===== src/rtl/cdc_handshake_sender_if.sv =====
// Local word interface plus the req/ack transfer bus of the CDC handshake sender.
// master: the sender block; slave: the surrounding logic and the remote receiver.
interface cdc_handshake_sender_if #(
    parameter int width = 8
);
    logic [width-1:0] din;
    logic             din_valid;
    logic             din_ready;
    logic [width-1:0] xfer_data;
    logic             xfer_req;
    logic             xfer_ack;
    logic             busy;
    logic             timeout;

    modport master (
        input  din, din_valid, xfer_ack,
        output din_ready, xfer_data, xfer_req, busy, timeout
    );

    modport slave (
        output din, din_valid, xfer_ack,
        input  din_ready, xfer_data, xfer_req, busy, timeout
    );
endinterface


===== src/rtl/cdc_handshake_sender.sv =====
// Source side of a 4-phase req/ack CDC handshake; optional phase timeout under CDC_HS_TIMEOUT_EN.
// Latency: req/data valid right after the accept edge; a full loopback cycle is 2*stages+3 edges.
// Backpressure: din_ready is high only in IDLE; the word is held until the handshake completes.
module cdc_handshake_sender #(
    parameter int width          = 8,
    parameter int stages         = 2,
    parameter int timeout_cycles = 1023
) (
    input  logic                  clock,
    input  logic                  reset_n,
    cdc_handshake_sender_if.master bus
);
    typedef enum logic [1:0] {IDLE, REQ_HIGH, REQ_LOW} state_t;

    state_t            state_q, state_d;
    logic [width-1:0]  data_q, data_d;
    logic              req_q, req_d;
    logic              timeout_q, timeout_d;
    logic [stages-1:0] sync_q, sync_d;
    logic              ack_s;
    logic              tmo_hit;

    assign sync_d = {sync_q[stages-2:0], bus.xfer_ack};
    assign ack_s  = sync_q[stages-1];

`ifdef CDC_HS_TIMEOUT_EN
    localparam int cnt_w = $clog2(timeout_cycles + 1);
    logic [cnt_w-1:0] cnt_q, cnt_d;

    assign tmo_hit = (cnt_q == cnt_w'(timeout_cycles));

    // Any state change restarts the phase count, so it never runs past the limit.
    always_comb begin
        cnt_d = cnt_q;
        if (state_d != state_q) begin
            cnt_d = '0;
        end else if (state_q != IDLE) begin
            cnt_d = cnt_q + 1'b1;
        end
    end

    always_ff @(posedge clock or negedge reset_n) begin
        if (!reset_n) begin
            cnt_q <= '0;
        end else begin
            cnt_q <= cnt_d;
        end
    end
`else
    logic unused_tmo_cfg;
    assign unused_tmo_cfg = (timeout_cycles > 0);
    assign tmo_hit        = 1'b0;
`endif

    // An acknowledge that arrives together with the limit wins, so no pulse is raised.
    always_comb begin
        state_d   = state_q;
        data_d    = data_q;
        req_d     = req_q;
        timeout_d = 1'b0;
        unique case (state_q)
            IDLE: begin
                req_d = 1'b0;
                if (bus.din_valid) begin
                    data_d  = bus.din;
                    req_d   = 1'b1;
                    state_d = REQ_HIGH;
                end
            end
            REQ_HIGH: begin
                if (ack_s) begin
                    req_d   = 1'b0;
                    state_d = REQ_LOW;
                end else if (tmo_hit) begin
                    req_d     = 1'b0;
                    timeout_d = 1'b1;
                    state_d   = REQ_LOW;
                end
            end
            REQ_LOW: begin
                if (!ack_s) begin
                    state_d = IDLE;
                end else if (tmo_hit) begin
                    timeout_d = 1'b1;
                    state_d   = IDLE;
                end
            end
            default: begin
                req_d   = 1'b0;
                state_d = IDLE;
            end
        endcase
    end

    always_ff @(posedge clock or negedge reset_n) begin
        if (!reset_n) begin
            state_q   <= IDLE;
            data_q    <= '0;
            req_q     <= 1'b0;
            timeout_q <= 1'b0;
            sync_q    <= '0;
        end else begin
            state_q   <= state_d;
            data_q    <= data_d;
            req_q     <= req_d;
            timeout_q <= timeout_d;
            sync_q    <= sync_d;
        end
    end

    assign bus.din_ready = (state_q == IDLE);
    assign bus.busy      = (state_q != IDLE);
    assign bus.xfer_data = data_q;
    assign bus.xfer_req  = req_q;
    assign bus.timeout   = timeout_q;
endmodule

===== src/flat_wrapper.sv =====
// flat-port wrapper written by rule: the top's interface ports become plain ports
module cdc_handshake_sender_flat 
#(
    parameter int width          = 8,
    parameter int stages         = 2,
    parameter int timeout_cycles = 1023
)
  (clock, reset_n, bus_din, bus_din_valid, bus_xfer_ack, bus_din_ready, bus_xfer_data, bus_xfer_req, bus_busy, bus_timeout);
  cdc_handshake_sender_if #(.width(width)) bus_i ();
  input  logic clock;
  input  logic reset_n;
  input wire logic [$bits(bus_i.din)-1:0] bus_din;
  input wire logic [$bits(bus_i.din_valid)-1:0] bus_din_valid;
  input wire logic [$bits(bus_i.xfer_ack)-1:0] bus_xfer_ack;
  output wire logic [$bits(bus_i.din_ready)-1:0] bus_din_ready;
  output wire logic [$bits(bus_i.xfer_data)-1:0] bus_xfer_data;
  output wire logic [$bits(bus_i.xfer_req)-1:0] bus_xfer_req;
  output wire logic [$bits(bus_i.busy)-1:0] bus_busy;
  output wire logic [$bits(bus_i.timeout)-1:0] bus_timeout;
  assign bus_i.din = bus_din;
  assign bus_i.din_valid = bus_din_valid;
  assign bus_i.xfer_ack = bus_xfer_ack;
  assign bus_din_ready = bus_i.din_ready;
  assign bus_xfer_data = bus_i.xfer_data;
  assign bus_xfer_req = bus_i.xfer_req;
  assign bus_busy = bus_i.busy;
  assign bus_timeout = bus_i.timeout;
  cdc_handshake_sender #(.width(width), .stages(stages), .timeout_cycles(timeout_cycles)) u_core (.clock(clock), .reset_n(reset_n), .bus(bus_i));
endmodule

===== config.mk =====
export PLATFORM = sky130hd
export DESIGN_NAME = cdc_handshake_sender_flat
export DESIGN_NICKNAME = d
export VERILOG_FILES = /design/src/rtl/cdc_handshake_sender_if.sv /design/src/rtl/cdc_handshake_sender.sv /design/src/flat_wrapper.sv
export SDC_FILE = /design/constraint.sdc
export NUM_CORES = 1
export LEC_CHECK = 0
export BUFFER_PORTS_ARGS = -buffer_cell sky130_fd_sc_hd__buf_2
export CORE_AREA = 2 2 39 41
export DETAILED_ROUTE_END_ITERATION = 7
export DIE_AREA = 0 0 41 43
export PLACE_DENSITY = 0.75
export SYNTH_ARGS = -nofsm -noshare
export SYNTH_HDL_FRONTEND = slang
export SYNTH_SLANG_ARGS = --single-unit

===== constraint.sdc =====
create_clock -name clock -period 1.5 [get_ports clock]
set_input_delay 0.225 -clock clock [delete_from_list [all_inputs] [get_ports clock]]
set_output_delay 0.225 -clock clock [all_outputs]
set_load 0.02 [all_outputs]

==> PnR_summary.wiki <==
{| class="wikitable"
! Metric !! Value
|-
| Register clock-pin slew on the reported worst setup and hold paths || 0.08 ns
|-
| Synthesized instance count || 35
|-
| Largest cells by area after synthesis || dfrtp_1 62%, mux2_2 17%, nor3b_4 3.6%
|-
| Number of CTS-inserted buffers || 3
|-
| Crit Path Max Fanout || 8
|-
| Final max-slew violation count || 0
|-
| Number of nets in the synthesized netlist || 47
|-
| Clock insertion delay at the later pin of the skew report || 0.27 ns
|-
| WHS Endpoint || u_core.sync_q[0]
|-
| CTS HTree Levels || 1
|-
| Critical path, cell by cell || nor3b_4 > mux2_2
|-
| Final weighted congestion of routability-driven global placement || 0.5755
|-
| Cell area power density || 2217 nW/µm²
|-
| Grt total ovfl || 0
|-
| Number of failing setup endpoints in the final timing report || 0
|-
| Routed wire length || 825 µm
|-
| Net load switching power || 0.5831 mW
|-
| Clock Power Share || 14.1%
|-
| Netlist area before placement || 524.3 µm²
|-
| Layout cells sized above 1 || 56.67%
|-
| Die Outline Area || 1763 µm²
|-
| I/O pins || 24
|-
| Final-layout setup total negative slack || 0 ns
|-
| Worst reg-to-reg setup slack || 0.08 ns
|-
| Count of input and output buffers || 22
|-
| Net total in the final layout || 73
|-
| Net Sw Frac || 39.15%
|-
| Buffers inserted during post-CTS setup optimization || 0
|-
| Half-perimeter wire length after placement || 608.8 µm
|-
| TritonCTS clock tree || built
|-
| Setup repair after global routing missed its margin || false
|-
| First-pass iteration count of the detailed router || 1
|-
| Total of warnings raised by yosys || 0
|-
| Maximum vdd ir drop || 0.001102 V
|-
| Area of the core region || 1384 µm²
|-
| Fill cell instance count of the final layout || 123
|-
| Via count normalized by instance count || 4.487
|-
| Final count of hold timing violations || 0
|-
| Count of distinct cell types in the synthesized netlist || 16
|-
| Sinks on Clock Net || 13
|-
| Width of the chip || 41 µm
|-
| Slowest Stage Delay on Critical Path || 0.47 ns
|-
| Number of global-route vias before repair || 294
|-
| Antenna cell count || 0
|-
| Average wire length per cell after detail routing || 10.86 µm
|-
| # Max-Cap Violations || 0
|-
| Tot GR Track Use || 11.77%
|-
| Leading register cell type out of synthesis || dfrtp_1
|-
| Cell with the largest stage delay on the worst path || dfrtp_1
|-
| Synth top area share || 62.05%
|-
| Final clock period utilization by the worst path || 94.90%
|-
| Flip-flop and latch count after synthesis || 13
|-
| Time the final worst path needs with I/O delays and setup || 1.423 ns
|-
| Register share of total power || 41.7%
|-
| Depth of the most critical reg-to-reg path || 2
|-
| Maximum root-to-sink buffer count || 2
|-
| Reg-to-reg startpoint || u_core.state_q[0]
|-
| Crit path DAT || 1.58 ns
|-
| Category of the worst setup path capture point || register
|-
| Area taken by multi-input logic gates || 176.4 µm²
|-
| Cell internal power dissipation || 0.9063 mW
|-
| Maximum clock frequency || 0.7025 GHz
|-
| Outcome || finished clean
|-
| First-iteration detailed-routing DRC count || 0
|-
| Maximum clock skew at final layout || 0.006269 ns
|-
| Sort of element at the start of the critical path || register
|-
| CP bufs+invs || 0
|-
| Post-Route Hold Slack || 0.05836 ns
|-
| Row Count || 14
|-
| Register area || 325.3 µm²
|-
| CP Class || reg -> reg
|-
| Antenna violations before repair || 0
|-
| DRC errors left || 0
|-
| Number of flops mapped to enable cells by yosys || 0
|-
| Root Buffer Master || clkbuf_4
|-
| Core utilization of the finished layout || 48.55%
|-
| FF-to-FF End || u_core.bus.xfer_data[4]
|-
| Most frequently used cell type in the post-synthesis netlist || dfrtp_1
|-
| Effective utilization at floorplan || 37.88%
|-
| Overall die height || 43 µm
|-
| Cell type with the largest total area after synthesis || dfrtp_1
|-
| Combinational power share || 44.2%
|-
| Worst hold path depth || 1
|-
| Required time of the critical path || 1.66 ns
|-
| Hold Startpoint || bus_xfer_ack
|-
| Proportion of synthesized flip-flops having asynchronous set or reset || 100.0%
|-
| Ranking of synthesized cells by instance count || 13 x dfrtp_1, 8 x mux2_2
|-
| Seq/Total Area, Yosys || 62.05%
|-
| Maximum number of pins on one net before global-route repair || 14
|-
| Cell leakage power || 0.3293 nW
|-
| Cell type group with the largest total delay on the critical path || flip-flops
|-
| Antenna viol nets, final || 0
|-
| Layout Area Growth over Synthesis || 28.16%
|-
| Total number of vias || 341
|-
| Global-route wire length before repair || 1.262 mm
|-
| Mean cell area of the mapped netlist || 14.98 µm²
|-
| Worst hold-check path type || in -> reg
|}
cells in the final DEF (no fill, tap or decap):
cell type	synthesis	final
nor3b_4	1	1
xor2_1	1	1
inv_1	1	1
mux2_2	8	8
nand4bb_1	1	1
mux2i_1	1	1
and2_1	1	1
conb_1	1	1
dlygate4sd3_1	0	1
nand2b_1	1	1
buf_2	0	22
or2b_1	1	1
clkbuf_1	0	1
dfrtp_1	13	13
clkbuf_4	0	3
a21oi_1	1	1
o21ai_0	1	1
nor2_1	1	1
cells by family (layout without fill, tap and decap cells):
group / after synthesis / in the layout / share of synthesized area, %
multiplexers: 9 / 9 / 19.09
AO/OA/AOI/OAI: 2 / 2 / 1.907
other: 1 / 1 / 0.7153
XOR/XNOR: 1 / 1 / 1.671
AND/OR/NAND/NOR: 6 / 6 / 10.26
flip-flops: 13 / 13 / 62.05
buffers and inverters: 3 / 28 / 4.296
per-layer routing:
metal	wire, µm	vias up	global-route usage (%)
met1	332	157	12.67
met5	0	-	0
met3	66	2	9.424
li1	-	168	-
met2	410	14	15.00
met4	16	0	8.000
sequential cells by signal (all words and copies together), names as in the netlist:
register,flops
u_core.sync_q,2
u_core.bus.xfer_data,8
u_core.state_q,2
u_core.bus.xfer_req,1
metrics by stage:
step / instance area [µm²] / instances / worst slack [ns] / total power, mW
global placement: 635.6 / 71 / 0.1170 / 1.284
finish: 671.9 / 76 / 0.07650 / 1.489
detailed placement: 635.6 / 71 / 0.07868 / 1.298
global route: 671.9 / 76 / 0.006719 / 1.598
CTS: 671.9 / 76 / 0.06659 / 1.509
floorplan: 524.3 / 35 / 0.2077 / 1.108
worst max path at each step:
| stage | to | slack [ns] | startpoint | cells after the start |
|---|---|---|---|---|
| final | u_core.bus.xfer_data[4] | 0.08 | u_core.state_q[0] | 2 |
| after detailed placement | u_core.bus.xfer_data[5] | 0.08 | u_core.state_q[0] | 2 |
| after global placement | u_core.bus.xfer_data[3] | 0.12 | u_core.state_q[0] | 2 |
| after floorplan | u_core.bus.xfer_data[0] | 0.21 | u_core.state_q[1] | 3 |
| after global routing | u_core.bus.xfer_data[3] | 0.007 | u_core.state_q[0] | 2 |
| after CTS | u_core.bus.xfer_data[4] | 0.07 | u_core.state_q[0] | 2 |
power groups by stage:
stage	clock, mW	sequential [mW]	combinational (mW)
CTS	0.215	0.625	0.669
floorplan	0	0.754	0.354
finish	0.211	0.620	0.659
global placement	0	0.625	0.659
global route	0.234	0.650	0.714
detailed placement	0	0.632	0.665
worst register-to-register path, delay by kind of cell (launching register included):
kind	cells	cell delay, ns
multiplexers	1	0.39
flip-flops	1	0.47
AND/OR/NAND/NOR	1	0.45
layout make-up:
cell class	count	share of cell area (%)
Tap cell	16	2.980
Sequential cell	13	48.42
Timing Repair Buffer	23	17.88
Inverter	1	0.5587
Clock buffer	4	3.911
Multi-Input combinational cell	19	26.26
what timing repair did:
item,in CTS,in global routing
gates resized for setup,0,0
hold buffers,1,0
hold endpoints to repair,13,0
endpoints found under the setup margin,0,0
Power figures use the tool's default switching activity.
